`src/rtl/shiftreg_sequencer_pkg.sv`:
```
// Shared definitions for the shift-register sequencer: ShiftRegister mode codes,
// command opcodes, controller states and the shift-length rule.
package shiftreg_sequencer_pkg;

  localparam logic [2:0] MODE_LOAD   = 3'b000;
  localparam logic [2:0] MODE_HOLD   = 3'b001;
  localparam logic [2:0] MODE_RSH    = 3'b010;
  localparam logic [2:0] MODE_LSH    = 3'b011;
  localparam logic [2:0] MODE_RSH_IN = 3'b100;
  localparam logic [2:0] MODE_LSH_IN = 3'b101;

  typedef enum logic [1:0] {
    OP_LOAD    = 2'b00,
    OP_TX      = 2'b01,
    OP_RX      = 2'b10,
    OP_ILLEGAL = 2'b11
  } op_e;

  typedef enum logic [2:0] {
    ST_IDLE     = 3'd0,
    ST_LOAD     = 3'd1,
    ST_TX_SHIFT = 3'd2,
    ST_RX_SHIFT = 3'd3,
    ST_DONE     = 3'd4
  } state_e;

  // A zero or oversized request means a full-width transfer.
  function automatic int unsigned effective_len(input int unsigned len, input int unsigned width);
    return (len == 0 || len > width) ? width : len;
  endfunction

endpackage

```
`src/rtl/shiftreg_sequencer.sv`:
```
// Command-driven controller for one ShiftRegister: LOAD, TX (parallel-to-serial, MSB first)
// and RX (serial-to-parallel) with a done/err pulse and a held received word.
module shiftreg_sequencer
  import shiftreg_sequencer_pkg::*;
#(
  parameter int WIDTH = 4,
  parameter int CNT_W = 3
) (
  input  logic             clk,
  input  logic             rst_n,
  input  logic             cmd_valid,
  output logic             cmd_ready,
  input  logic [1:0]       cmd_op,
  input  logic [WIDTH-1:0] cmd_data,
  input  logic [CNT_W-1:0] cmd_len,
  input  logic             ser_in,
  input  logic             ser_in_valid,
  output logic             ser_out,
  output logic             ser_out_valid,
  output logic [WIDTH-1:0] rx_data,
  output logic             busy,
  output logic             done,
  output logic             err,
  output logic [2:0]       sr_mode,
  output logic             sr_enable,
  output logic             sr_inbit,
  output logic [WIDTH-1:0] sr_loadval,
  input  logic [WIDTH-1:0] sr_regval
);

  state_e           state_q, state_d;
  op_e              op_q, op_d;
  logic [CNT_W-1:0] cnt_q, cnt_d;
  logic [CNT_W-1:0] len_q, len_d;
  logic [WIDTH-1:0] data_q, data_d;
  logic [WIDTH-1:0] rx_data_q, rx_data_d;
  logic [CNT_W-1:0] cnt_inc;
  logic             last_bit;

  assign cnt_inc  = cnt_q + CNT_W'(1);
  assign last_bit = (cnt_inc == len_q);

  always_comb begin
    state_d   = state_q;
    op_d      = op_q;
    cnt_d     = cnt_q;
    len_d     = len_q;
    data_d    = data_q;
    rx_data_d = rx_data_q;
    case (state_q)
      ST_IDLE: begin
        if (cmd_valid) begin
          op_d   = op_e'(cmd_op);
          data_d = cmd_data;
          len_d  = CNT_W'(effective_len(32'(cmd_len), WIDTH));
          cnt_d  = '0;
          case (op_e'(cmd_op))
            OP_LOAD, OP_TX: state_d = ST_LOAD;
            OP_RX:          state_d = ST_RX_SHIFT;
            default:        state_d = ST_DONE;
          endcase
        end
      end
      ST_LOAD:     state_d = (op_q == OP_TX) ? ST_TX_SHIFT : ST_DONE;
      ST_TX_SHIFT: begin
        cnt_d = cnt_inc;
        if (last_bit) state_d = ST_DONE;
      end
      ST_RX_SHIFT: begin
        if (ser_in_valid) begin
          cnt_d = cnt_inc;
          if (last_bit) state_d = ST_DONE;
        end
      end
      ST_DONE: begin
        state_d = ST_IDLE;
        // The last received bit has already landed in the register by now.
        if (op_q == OP_RX) rx_data_d = sr_regval;
      end
      default: state_d = ST_IDLE;
    endcase
  end

  always_ff @(posedge clk or negedge rst_n) begin
    if (!rst_n) begin
      state_q   <= ST_IDLE;
      op_q      <= OP_LOAD;
      cnt_q     <= '0;
      len_q     <= '0;
      data_q    <= '0;
      rx_data_q <= '0;
    end else begin
      state_q   <= state_d;
      op_q      <= op_d;
      cnt_q     <= cnt_d;
      len_q     <= len_d;
      data_q    <= data_d;
      rx_data_q <= rx_data_d;
    end
  end

  always_comb begin
    cmd_ready     = 1'b0;
    busy          = 1'b1;
    done          = 1'b0;
    err           = 1'b0;
    ser_out_valid = 1'b0;
    sr_mode       = MODE_HOLD;
    sr_enable     = 1'b0;
    sr_inbit      = 1'b0;
    case (state_q)
      ST_IDLE: begin
        cmd_ready = 1'b1;
        busy      = 1'b0;
      end
      ST_LOAD: begin
        sr_mode   = MODE_LOAD;
        sr_enable = 1'b1;
      end
      ST_TX_SHIFT: begin
        sr_mode       = MODE_LSH;
        sr_enable     = 1'b1;
        ser_out_valid = 1'b1;
      end
      ST_RX_SHIFT: begin
        // A stalled serial input holds the register rather than disabling it.
        sr_enable = 1'b1;
        if (ser_in_valid) begin
          sr_mode  = MODE_LSH_IN;
          sr_inbit = ser_in;
        end
      end
      ST_DONE: begin
        done = 1'b1;
        err  = (op_q == OP_ILLEGAL);
      end
      default: ;
    endcase
  end

  assign ser_out    = sr_regval[WIDTH-1];
  assign sr_loadval = data_q;
  assign rx_data    = rx_data_q;

endmodule

```
`config.mk`:
```
export PLATFORM = sky130hd
export DESIGN_NAME = shiftreg_sequencer
export DESIGN_NICKNAME = d
export VERILOG_FILES = /design/src/rtl/shiftreg_sequencer_pkg.sv /design/src/rtl/shiftreg_sequencer.sv
export SDC_FILE = /design/constraint.sdc
export NUM_CORES = 1
export LEC_CHECK = 0
export CORE_UTILIZATION = 30
export CTS_CLUSTER_SIZE = 8
export DETAILED_ROUTE_END_ITERATION = 10
export PLACE_DENSITY = 0.6
export REMOVE_ABC_BUFFERS = 1
export SLEW_MARGIN = 5
export SYNTH_ARGS = -nofsm -noshare
export SYNTH_HDL_FRONTEND = slang
export SYNTH_SLANG_ARGS = --single-unit
```
`constraint.sdc`:
```
create_clock -name clk -period 3.48 [get_ports clk]
set_clock_uncertainty 0.15 [all_clocks]
set_input_delay 0.696 -clock clk [delete_from_list [all_inputs] [get_ports clk]]
set_output_delay 0.696 -clock clk [all_outputs]
set_load 0.1 [all_outputs]
```
== After elaboration in Yosys (flattened, before gate mapping) ==
Cells that the tools add are included.
W data, S select, Z words.

* Reduce and logical (&&, ||, !) cells: 11
* Equal/unequal tests: 12
* Multiplexer cells: 20
* $lt $le $gt $ge: 1
* Add/sub/neg operators: 1

{| class="wikitable"
|+ Operators with widths
! cell !! number
|-
| $mux W3 || 8
|-
| $pmux W3 S3 || 2
|-
| $pmux W3 S4 || 1
|-
| $mux W1 || 8
|-
| $eq A2 B2 Y1 const B || 3
|-
| $eq A3 B2 Y1 const B || 2
|-
| $logic_not A3 Y1 || 2
|-
| $pmux W3 S2 || 1
|-
| $reduce_and A2 Y1 || 3
|-
| $eq A2 B1 Y1 const B || 2
|-
| $ne A2 B2 Y1 const B || 2
|-
| $add A3 B1 Y3 const B || 1
|-
| $eq A3 B1 Y1 const B || 1
|-
| $eq A3 B3 Y1 || 1
|-
| $eq A3 B3 Y1 const B || 1
|-
| $gt A3 B3 Y1 const B || 1
|-
| $reduce_and A3 Y1 || 1
|-
| $reduce_bool A3 Y1 || 1
|-
| $reduce_or A3 Y1 || 1
|-
| $logic_not A2 Y1 || 1
|-
| $reduce_or A2 Y1 || 1
|-
| $logic_or A1 B1 Y1 || 1
|}

* Word-level logic and storage cells: 51
* Register bits: 19
* Output and inout bits: 19
* Bits of input ports: 18

== Depth between registers and ports, before layout ==
Gate-level depths: netlist of the first run.

* Word-level depth: 5
* Depth in mapped cells: 6
* Gate-level depth less buffers: 5

== Least setup slack after synthesis of the first run ==
No wires, ideal clock.

* Path type: register -> output
* Start point: register state_q[1]
* End point: output port sr_mode[1]
* Setup slack: -687 ps
* Arrival: 3321 ps
* Stages on the path, launching flop included: 5
* Data required time: 2634 ps
* Path buffers: 2
* Path through: dfrtp_1 buf_4 inv_1 nor3_1 buf_4

* Longest elaborated chain between the ends: 2
* Elaborated cells between the ends (all ways): 4
* Classes of those cells: eq/ne (3); mux (1)

{| class="wikitable"
|+ Ends and longest elaborated chain
! what !! line !! text
|-
| from (decl) || shiftreg_sequencer.sv:31 || <nowiki>state_e state_q, state_d;</nowiki>
|-
| from (signal assigned) || shiftreg_sequencer.sv:93 || <nowiki>state_q <= state_d;</nowiki>
|-
| $eq A3 B2 Y1 or $eq A3 B1 Y1 (tied branches) || shiftreg_sequencer.sv:111 || <nowiki>case (state_q)</nowiki>
|-
| $pmux W3 S3 (*) || shiftreg_sequencer.sv:111 ||
|-
| to (decl) || shiftreg_sequencer.sv:24 || <nowiki>output logic [2:0] sr_mode,</nowiki>
|}

Every way passes the cells marked *; elsewhere a longest branch is shown, timed or not.

== Worst setup path after layout of the first run ==
* Start point: input port ser_in_valid
* End point: output port sr_inbit

* Longest elaborated chain between the ends: 2

{| class="wikitable"
|+ Ends and longest elaborated chain
! what !! line !! text
|-
| from (decl) || shiftreg_sequencer.sv:17 || <nowiki>input logic ser_in_valid,</nowiki>
|-
| $mux W1 || shiftreg_sequencer.sv:128 || <nowiki>if (ser_in_valid) begin</nowiki>
|-
| $mux W1 || shiftreg_sequencer.sv:111 ||
|-
| to (decl) || shiftreg_sequencer.sv:26 || <nowiki>output logic sr_inbit,</nowiki>
|}

No other way between the ends.

==> results of run 1 <==
[flip-flops by register name, indices dropped and copies added (netlist names)]
register	flops
sr_loadval	4
op_q	2
len_q	3
rx_data	4
cnt_q	3
state_q	3
[worst paths after layout]
check                             start       endpoint  depth (start not counted)
max in group asynchronous         rst_n  sr_loadval[0]                          1
min in group asynchronous         rst_n     state_q[0]                          1
setup reg to reg             state_q[1]       cnt_q[2]                          4
hold reg to reg                cnt_q[1]       cnt_q[1]                          1
setup / recovery           ser_in_valid       sr_inbit                          4
hold / removal                 cnt_q[1]       cnt_q[1]                          1
[per-stage QoR]
| step | hold slack (ns) | setup TNS (ns) | worst slack, ns | utilization | instance area, um^2 |
|---|---|---|---|---|---|
| finish | 0.3631 | 0 | 0.8693 | 0.4388 | 1373 |
| global route | 0.3847 | 0 | 0.7052 | 0.4388 | 1373 |
| CTS | 0.3694 | 0 | 0.8581 | 0.4388 | 1373 |
| detailed placement | 0.3436 | 0 | 0.8750 | 0.4300 | 1345 |
| global placement | 0.3342 | 0 | 0.9067 | 0.4300 | 1345 |
| floorplan | 0.2504 | -4.219 | -2.110 | - | 964.7 |
[cell families (layout without fill, tap and decap cells)]
family                     after synthesis  count (layout)  synth area share
AOI/OAI and AO/OA                       15              15            0.1079
xor gates and xnor gates                 3               3           0.03970
adders and majority gates                2               2           0.02481
buffers and inverters                   13              47           0.06948
DFF                                     19              19            0.4715
muxes                                   10              10            0.1104
and+or+nand+nor                         32              32            0.1762
[metal layers]
metal	global-route usage	vias up	share of wire
met5	0	-	0
met4	0.03987	0	0.013
met3	0.03463	4	0.055
met2	0.1714	25	0.47
met1	0.1520	380	0.46
li1	-	391	-
[area by class of cell]
cell class / count / area [um^2]
Multi-Input combinational cell: 62 / 462.9
Clock buffer: 3 / 22.52
Tap cell: 44 / 55.05
Timing Repair Buffer: 36 / 325.3
Clock inverter: 1 / 5.005
Fill cell: 310 / 1755
Sequential cell: 19 / 475.5
Inverter: 7 / 26.28
[cell usage after synthesis, types with 2 or more instances]
cell / instances / share of area
and2_1: 2 / 0.012
and3_1: 2 / 0.012
buf_2: 2 / 0.0099
buf_4: 3 / 0.022
dfrtp_1: 19 / 0.47
ha_1: 2 / 0.025
inv_1: 7 / 0.026
mux2_2: 9 / 0.10
nand2_1: 9 / 0.033
nand3_1: 3 / 0.015
nor2_1: 5 / 0.019
nor2b_1: 2 / 0.012
nor3_1: 3 / 0.015
o21ai_0: 6 / 0.030
==> results.toml, run 1 <==
[timing]
fmax_ghz = 0.3830
finalHoldViolCount = 0
maxSlewViolCount = 0
setup_violations = 0
slew_headroom = 0.4281
rsz0062_at_grt = "no"
fin_crit_sh = 0.7502
worst_pin_slew_ns = 0.8551
period_minus_slack_ns = 2.611

[clock_tree]
clk_pin_slew_ns = 0.11
cts_tree = "yes"
clockRootBuffer = "clkbuf_4"
cts_buffer_depth = 2
cts_resized = 0
clk_latency_ns = 0.30
cts_htree_levels = 1
postCtsHoldBufs = 0
clock_sinks = 19
cts_setup_buffers = 0
cts_made_buffers = 3

[critical_path]
critical_path_class = "primary input to output pin"
path_max_fanout = 4
critical-path-max-stage-delay_ns = 0.52
crit_required_ns = 2.63
setup.worst_path.start_class = "primary input"
path_cells = "clkdlybuf4s50_1 > and3_1 > and2_1 > buf_12"
critPathBufInv = 2
timing.reg2reg.setup_slack_ns = 1.48
end_kind = "output pin"
cp.arrival_ns = 1.76
critPathTopFamily = "buffers and inverters"
slowest_stage = "clkdlybuf4s50_1"

[synthesis]
synthesis.instances = 94
synth_area_mm2 = 0.001008
async_flop_share = 1.000
ys.flop_type = "dfrtp_1"
yosys_warnings = 0
synth_area_per_cell_um2 = 10.73
synth_cell_types = 34
synth_edf_count = 0
yosysSeqAreaShare = 0.4715
synth_seq_cells = 19

[routing]
antenna_left = 0
dr.pass1.iters = 4
wirelength_mm = 1.904
wire_per_inst_um = 11.07
routed-via-count = 800
drc = 0
via_per_inst = 4.651
drt_iter0_drc = 31

[place]
gp_congestion = 0.7848
dp.cells = 168
numPortBuffers = 36
dp_hpwl_mm = 1.482

[flow_run]
maxCapViolCount = 0

[grt]
grt_max_degree = 20
grt_util_all_layers = 0.1131
grt_pass1_vias = 692
grt_overflow = 0
antenna_found_initial = 0
grt_pass1_wl_mm = 2.994

[floorplanning]
die_w_um = 59.98
core.rowCount = 20
die-area_mm2 = 0.003598
initial_core_util = 0.3224
core_area_mm2 = 0.003128
io_pins = 37
die_h_um = 59.98

[layout]
num_antenna_cells = 0
final_common_cell = "dfrtp_1"
finish.cell_count_without_fillers = 172
drive_gt1_frac = 0.2813
area_growth_pct = 36.10
layout_common_cells = "19 x dfrtp_1, 18 x buf_4, 17 x clkdlybuf4s50_1, 9 x nand2_1, 9 x mux2_2"
nNetsFinal = 149

[outcome]
status = "completed"

[hold_path]
hold_path_class = "flop to flop"
Power of run 1 is not shown: default switching activity piles up to over one toggle a cycle in this logic, so the estimate is an artifact.
==> inputs of run 2 (changes only) <==
- PLACE_DENSITY: 0.6 -> 0.62
- clock period: 3.48 -> 2.4 ns (I/O delays scaled with it)
==> results.toml, run 2 (synthesis gave the netlist of run 1 again) <==
[outcome]
status = "completed"

[timing]
timing.hold.ws_ns = 0.3589
period_minus_slack_ns = 2.293
fin_crit_sh = 0.9553
setup_violations = 0
finalHoldViolCount = 0
slew_headroom = 0.7034
maxSlewViolCount = 0
fmax_ghz = 0.4361
worst_pin_slew_ns = 0.4438
rsz0062_at_grt = "no"

[critical_path]
timing.reg2reg.setup_slack_ns = 0.41
end_kind = "output pin"
r2r_end = "state_q[1]"
crit_start = "state_q[2]"
setup.worst_path.start_class = "flop"
crit_path_end = "sr_inbit"
reg2reg_depth = 5
critical_path_class = "flop to output pin"
path_max_fanout = 9
cp.arrival_ns = 1.66
r2r_start = "state_q[1]"
crit_required_ns = 1.77

[floorplanning]
core.rowCount = 20
initial_core_util = 0.3224
die_h_um = 59.98
io_pins = 37
core_area_mm2 = 0.003128
die-area_mm2 = 0.003598
die_w_um = 59.98

[grt]
grt_max_degree = 20
grt_util_all_layers = 0.1197
grt_overflow = 0
grt_pass1_wl_mm = 3.263
grt_pass1_vias = 749
antenna_found_initial = 0

[hold_path]
min_delay_path_depth = 2
hold_path_class = "flop to flop"

[clock_tree]
clk_pin_slew_ns = 0.11
clock_sinks = 19
clk_latency_ns = 0.29
cts_made_buffers = 3
cts_setup_buffers = 0
clockRootBuffer = "clkbuf_4"
cts_tree = "yes"
cts_htree_levels = 1
cts_buffer_depth = 2

[layout]
nNetsFinal = 152
area_growth_pct = 50.74
final_core_util = 0.4860
layout_common_cells = "18 x dfrtp_1, 17 x clkdlybuf4s50_1, 11 x buf_12, 11 x buf_4"
final_common_cell = "dfrtp_1"
num_antenna_cells = 0
drive_gt1_frac = 0.2977

[routing]
drt_iter0_drc = 21
routed-via-count = 802
wirelength_mm = 1.981
dr.pass1.iters = 4
antenna_left = 0
drc = 0
wire_per_inst_um = 11.32
via_per_inst = 4.583

[place]
numPortBuffers = 36
dp_hpwl_mm = 1.564
gp_congestion = 0.7958

[flow_run]
maxCapViolCount = 0
==> run 2: cell types whose count changed in the layout (fill, tap and decap cells not counted) <==
cell	before	now
dfrtp_1	19	18
clkinv_2	1	0
buf_12	1	11
dfrtp_2	0	1
clkbuf_1	0	1
buf_4	18	11
==> run 2: critical path, stage by stage (launching register included) <==
cell,delay (ns)
dfrtp_1,0.53
nor2b_1,0.23
and3_1,0.24
and2_1,0.19
buf_12,0.18
==> run 2: final cells by class <==
cell class / count / area (um^2)
repair buffers: 39 / 473.0
flip-flops and latches: 19 / 476.7
inverters: 7 / 26.28
well taps: 44 / 55.05
multi-input cells: 62 / 462.9
fillers: 282 / 1608
clock buffers: 4 / 26.28
==> run 2: worst min-delay path by stage <==
stage | from | endpoint
2_1_floorplan | rst_n | cnt_q[0]
3_3_place_gp | len_q[2] | len_q[2]
3_5_place_dp | len_q[2] | len_q[2]
4_1_cts | len_q[2] | len_q[2]
5_1_grt | rst_n | state_q[0]
6_report | len_q[0] | len_q[0]
==> run 2: through the flow <==
| step | std cells | worst slack, ns | cell area, um^2 | setup TNS (ns) |
|---|---|---|---|---|
| CTS | 175 | 0.08628 | 1519 | 0 |
| global placement | 171 | 0.1825 | 1493 | 0 |
| global route | 175 | 0.002917 | 1520 | 0 |
| floorplan | 88 | -2.974 | 964.7 | -7.945 |
| finish | 175 | 0.1072 | 1520 | 0 |
| detailed placement | 171 | 0.1615 | 1493 | 0 |
==> run 2: layer usage <==
metal | up-vias | wire length (um) | GRT usage
li1 | 400 | - | -
met1 | 371 | 936 | 0.1639
met2 | 31 | 916 | 0.1921
met3 | 0 | 128 | 0.03247
met4 | 0 | 0 | 0.01993
met5 | - | 0 | 0
==> run 2: repair_timing <==
action / in CTS / in global routing
setup endpoints to repair: 0 / 1
gates resized for setup: 0 / 1
hold buffers: 0 / 0
Power of run 2 is left out for the same reason.
==> inputs of run 3 (changes only) <==
- SLEW_MARGIN: 5 -> 15
==> results of run 3 <==
No change in the layout: final DEF, timing and power equal those of run 2.
Power of run 3 is left out for the same reason.
==> edit: new RTL, settings of run 1 <==
`CNT_W`: 3 -> 6.
--- a/src/rtl/shiftreg_sequencer.sv
+++ b/src/rtl/shiftreg_sequencer.sv
@@ -5,5 +5,5 @@
 #(
   parameter int WIDTH = 4,
-  parameter int CNT_W = 3
+  parameter int CNT_W = 6
 ) (
   input  logic             clk,
Ports: changed (resized cmd_len); port bits go from 37 to 40. No check against the original RTL was run, so the function may have changed too.
==> edit against run 1 <==
Core utilization down 2.7 points; final area grew 31%; worst setup slack gained 0.0049 ns; cell count is 38% higher; synthesized area is 34% higher; routed wire length is 51% higher; via count is 48% higher; sequential cell count is 6 higher; die area up 33%; critical path type unchanged; largest cell class is now multi-input gates.
Power is left out: the tool's default activity adds up to more than one toggle a clock period on the data nets, which glitch-free logic cannot reach.
==> edit: results (changes against run 1) <==
----------------------------------------------------
[Synthesis]
  Proportion of synthesized area in mux cells ... 3.33% (-7.7 points)
  Proportion of synthesized chip area in sequential cells ... 46.3% (-0.89 points)
  Average footprint of a synthesized cell ... 9.14 sq um (-15%)
  Most used standard cells in the synthesized netlist ... dfrtp_1, nand2_1, o21ai_0, and2_1, nor2_1

[GRT]
  GRT Overall Usage ... 12.9% (+1.6 points)
  Routing usage on met3 ... 2.34% (-1.1 points)

[Status]
  Outcome ... complete, no violations

[Placement]
  Placed wire-length estimate ... 2250 microns (+52%)
  Number of cells in the design after placement ... 233 (+39%)
  Placed Area ... 0.00175 sq mm (+30%)

[Min path]
  Endpoint of the worst hold-timing path ... sr_loadval[0]
  Cell depth of the worst min-delay path ... 2 (+1)

[Detailed routing]
  Met2 routed WL ... 1420 microns (+58%)
  Total wire length after detailed routing ... 2880 microns (+51%)
  Top routing layer in use ... met3
  Routed wire length per instance ... 12.2 microns (+9.9%)
  Met3 routed wirelength ... 122 microns (+17%)

[Cells and area]
  Register area ... 626 sq um (+32%)
  Buffering overhead ... 20.3% (-3.4 points)
  Fraction of layout cells with a size suffix above 1 ... 17.3% (-11 points)
  Count of nets after finishing ... 208 (+40%)
  Footprint of the multi-input gates ... 674 sq um (+46%)
  Final instance area ... 0.00179 sq mm (+31%)
  Total of plain and repair buffers excluding clock buffers ... 40 (+11%)

[STA]
  Minimum hold slack ... 0.332 ns (-0.0308 ns)
  Transition time of the tightest slew-check pin ... 0.413 ns (-0.442 ns)

[Worst setup path]
  Reg2Reg Setup Slack ... 1.21 ns (-0.27 ns)

[Floorplanning]
  Initial Util ... 31.1% (-1.2 points)

----------------------------------------------------
## edit: cell count changes in the layout (fill, tap and decap cells not counted), moves of 5 or more
cell     delta
and2_1      +8
a22o_1      +5
nand2_1    +16
mux2_2      -5
a21oi_1     +5
dfrtp_1     +6
o21ai_0     +5
## edit: critical path: cells and delay by family
family        cells  cell delay (ns)
buf+inv           2             0.70
simple gates      2             0.36
## edit: worst max-delay path by stage
stage / end / slack, ns / depth (start not counted)
floorplan: busy / -1.33 / 2
global placement: sr_inbit / 0.89 / 4
detailed placement: sr_inbit / 0.87 / 4
CTS: sr_inbit / 0.87 / 4
global route: sr_inbit / 0.70 / 4
finish: sr_inbit / 0.87 / 4
## edit: cell families (layout without fill, tap and decap cells)
family                   count (synthesis)  in the layout
AND/OR/NAND/NOR                         69             69
AO/OA/AOI/OAI                           31             31
flip-flops                              25             25
buffers and inverters                   12             49
XOR/XNOR                                 6              6
multiplexers                             4              4
adder cells (fa/ha/maj)                  1              1
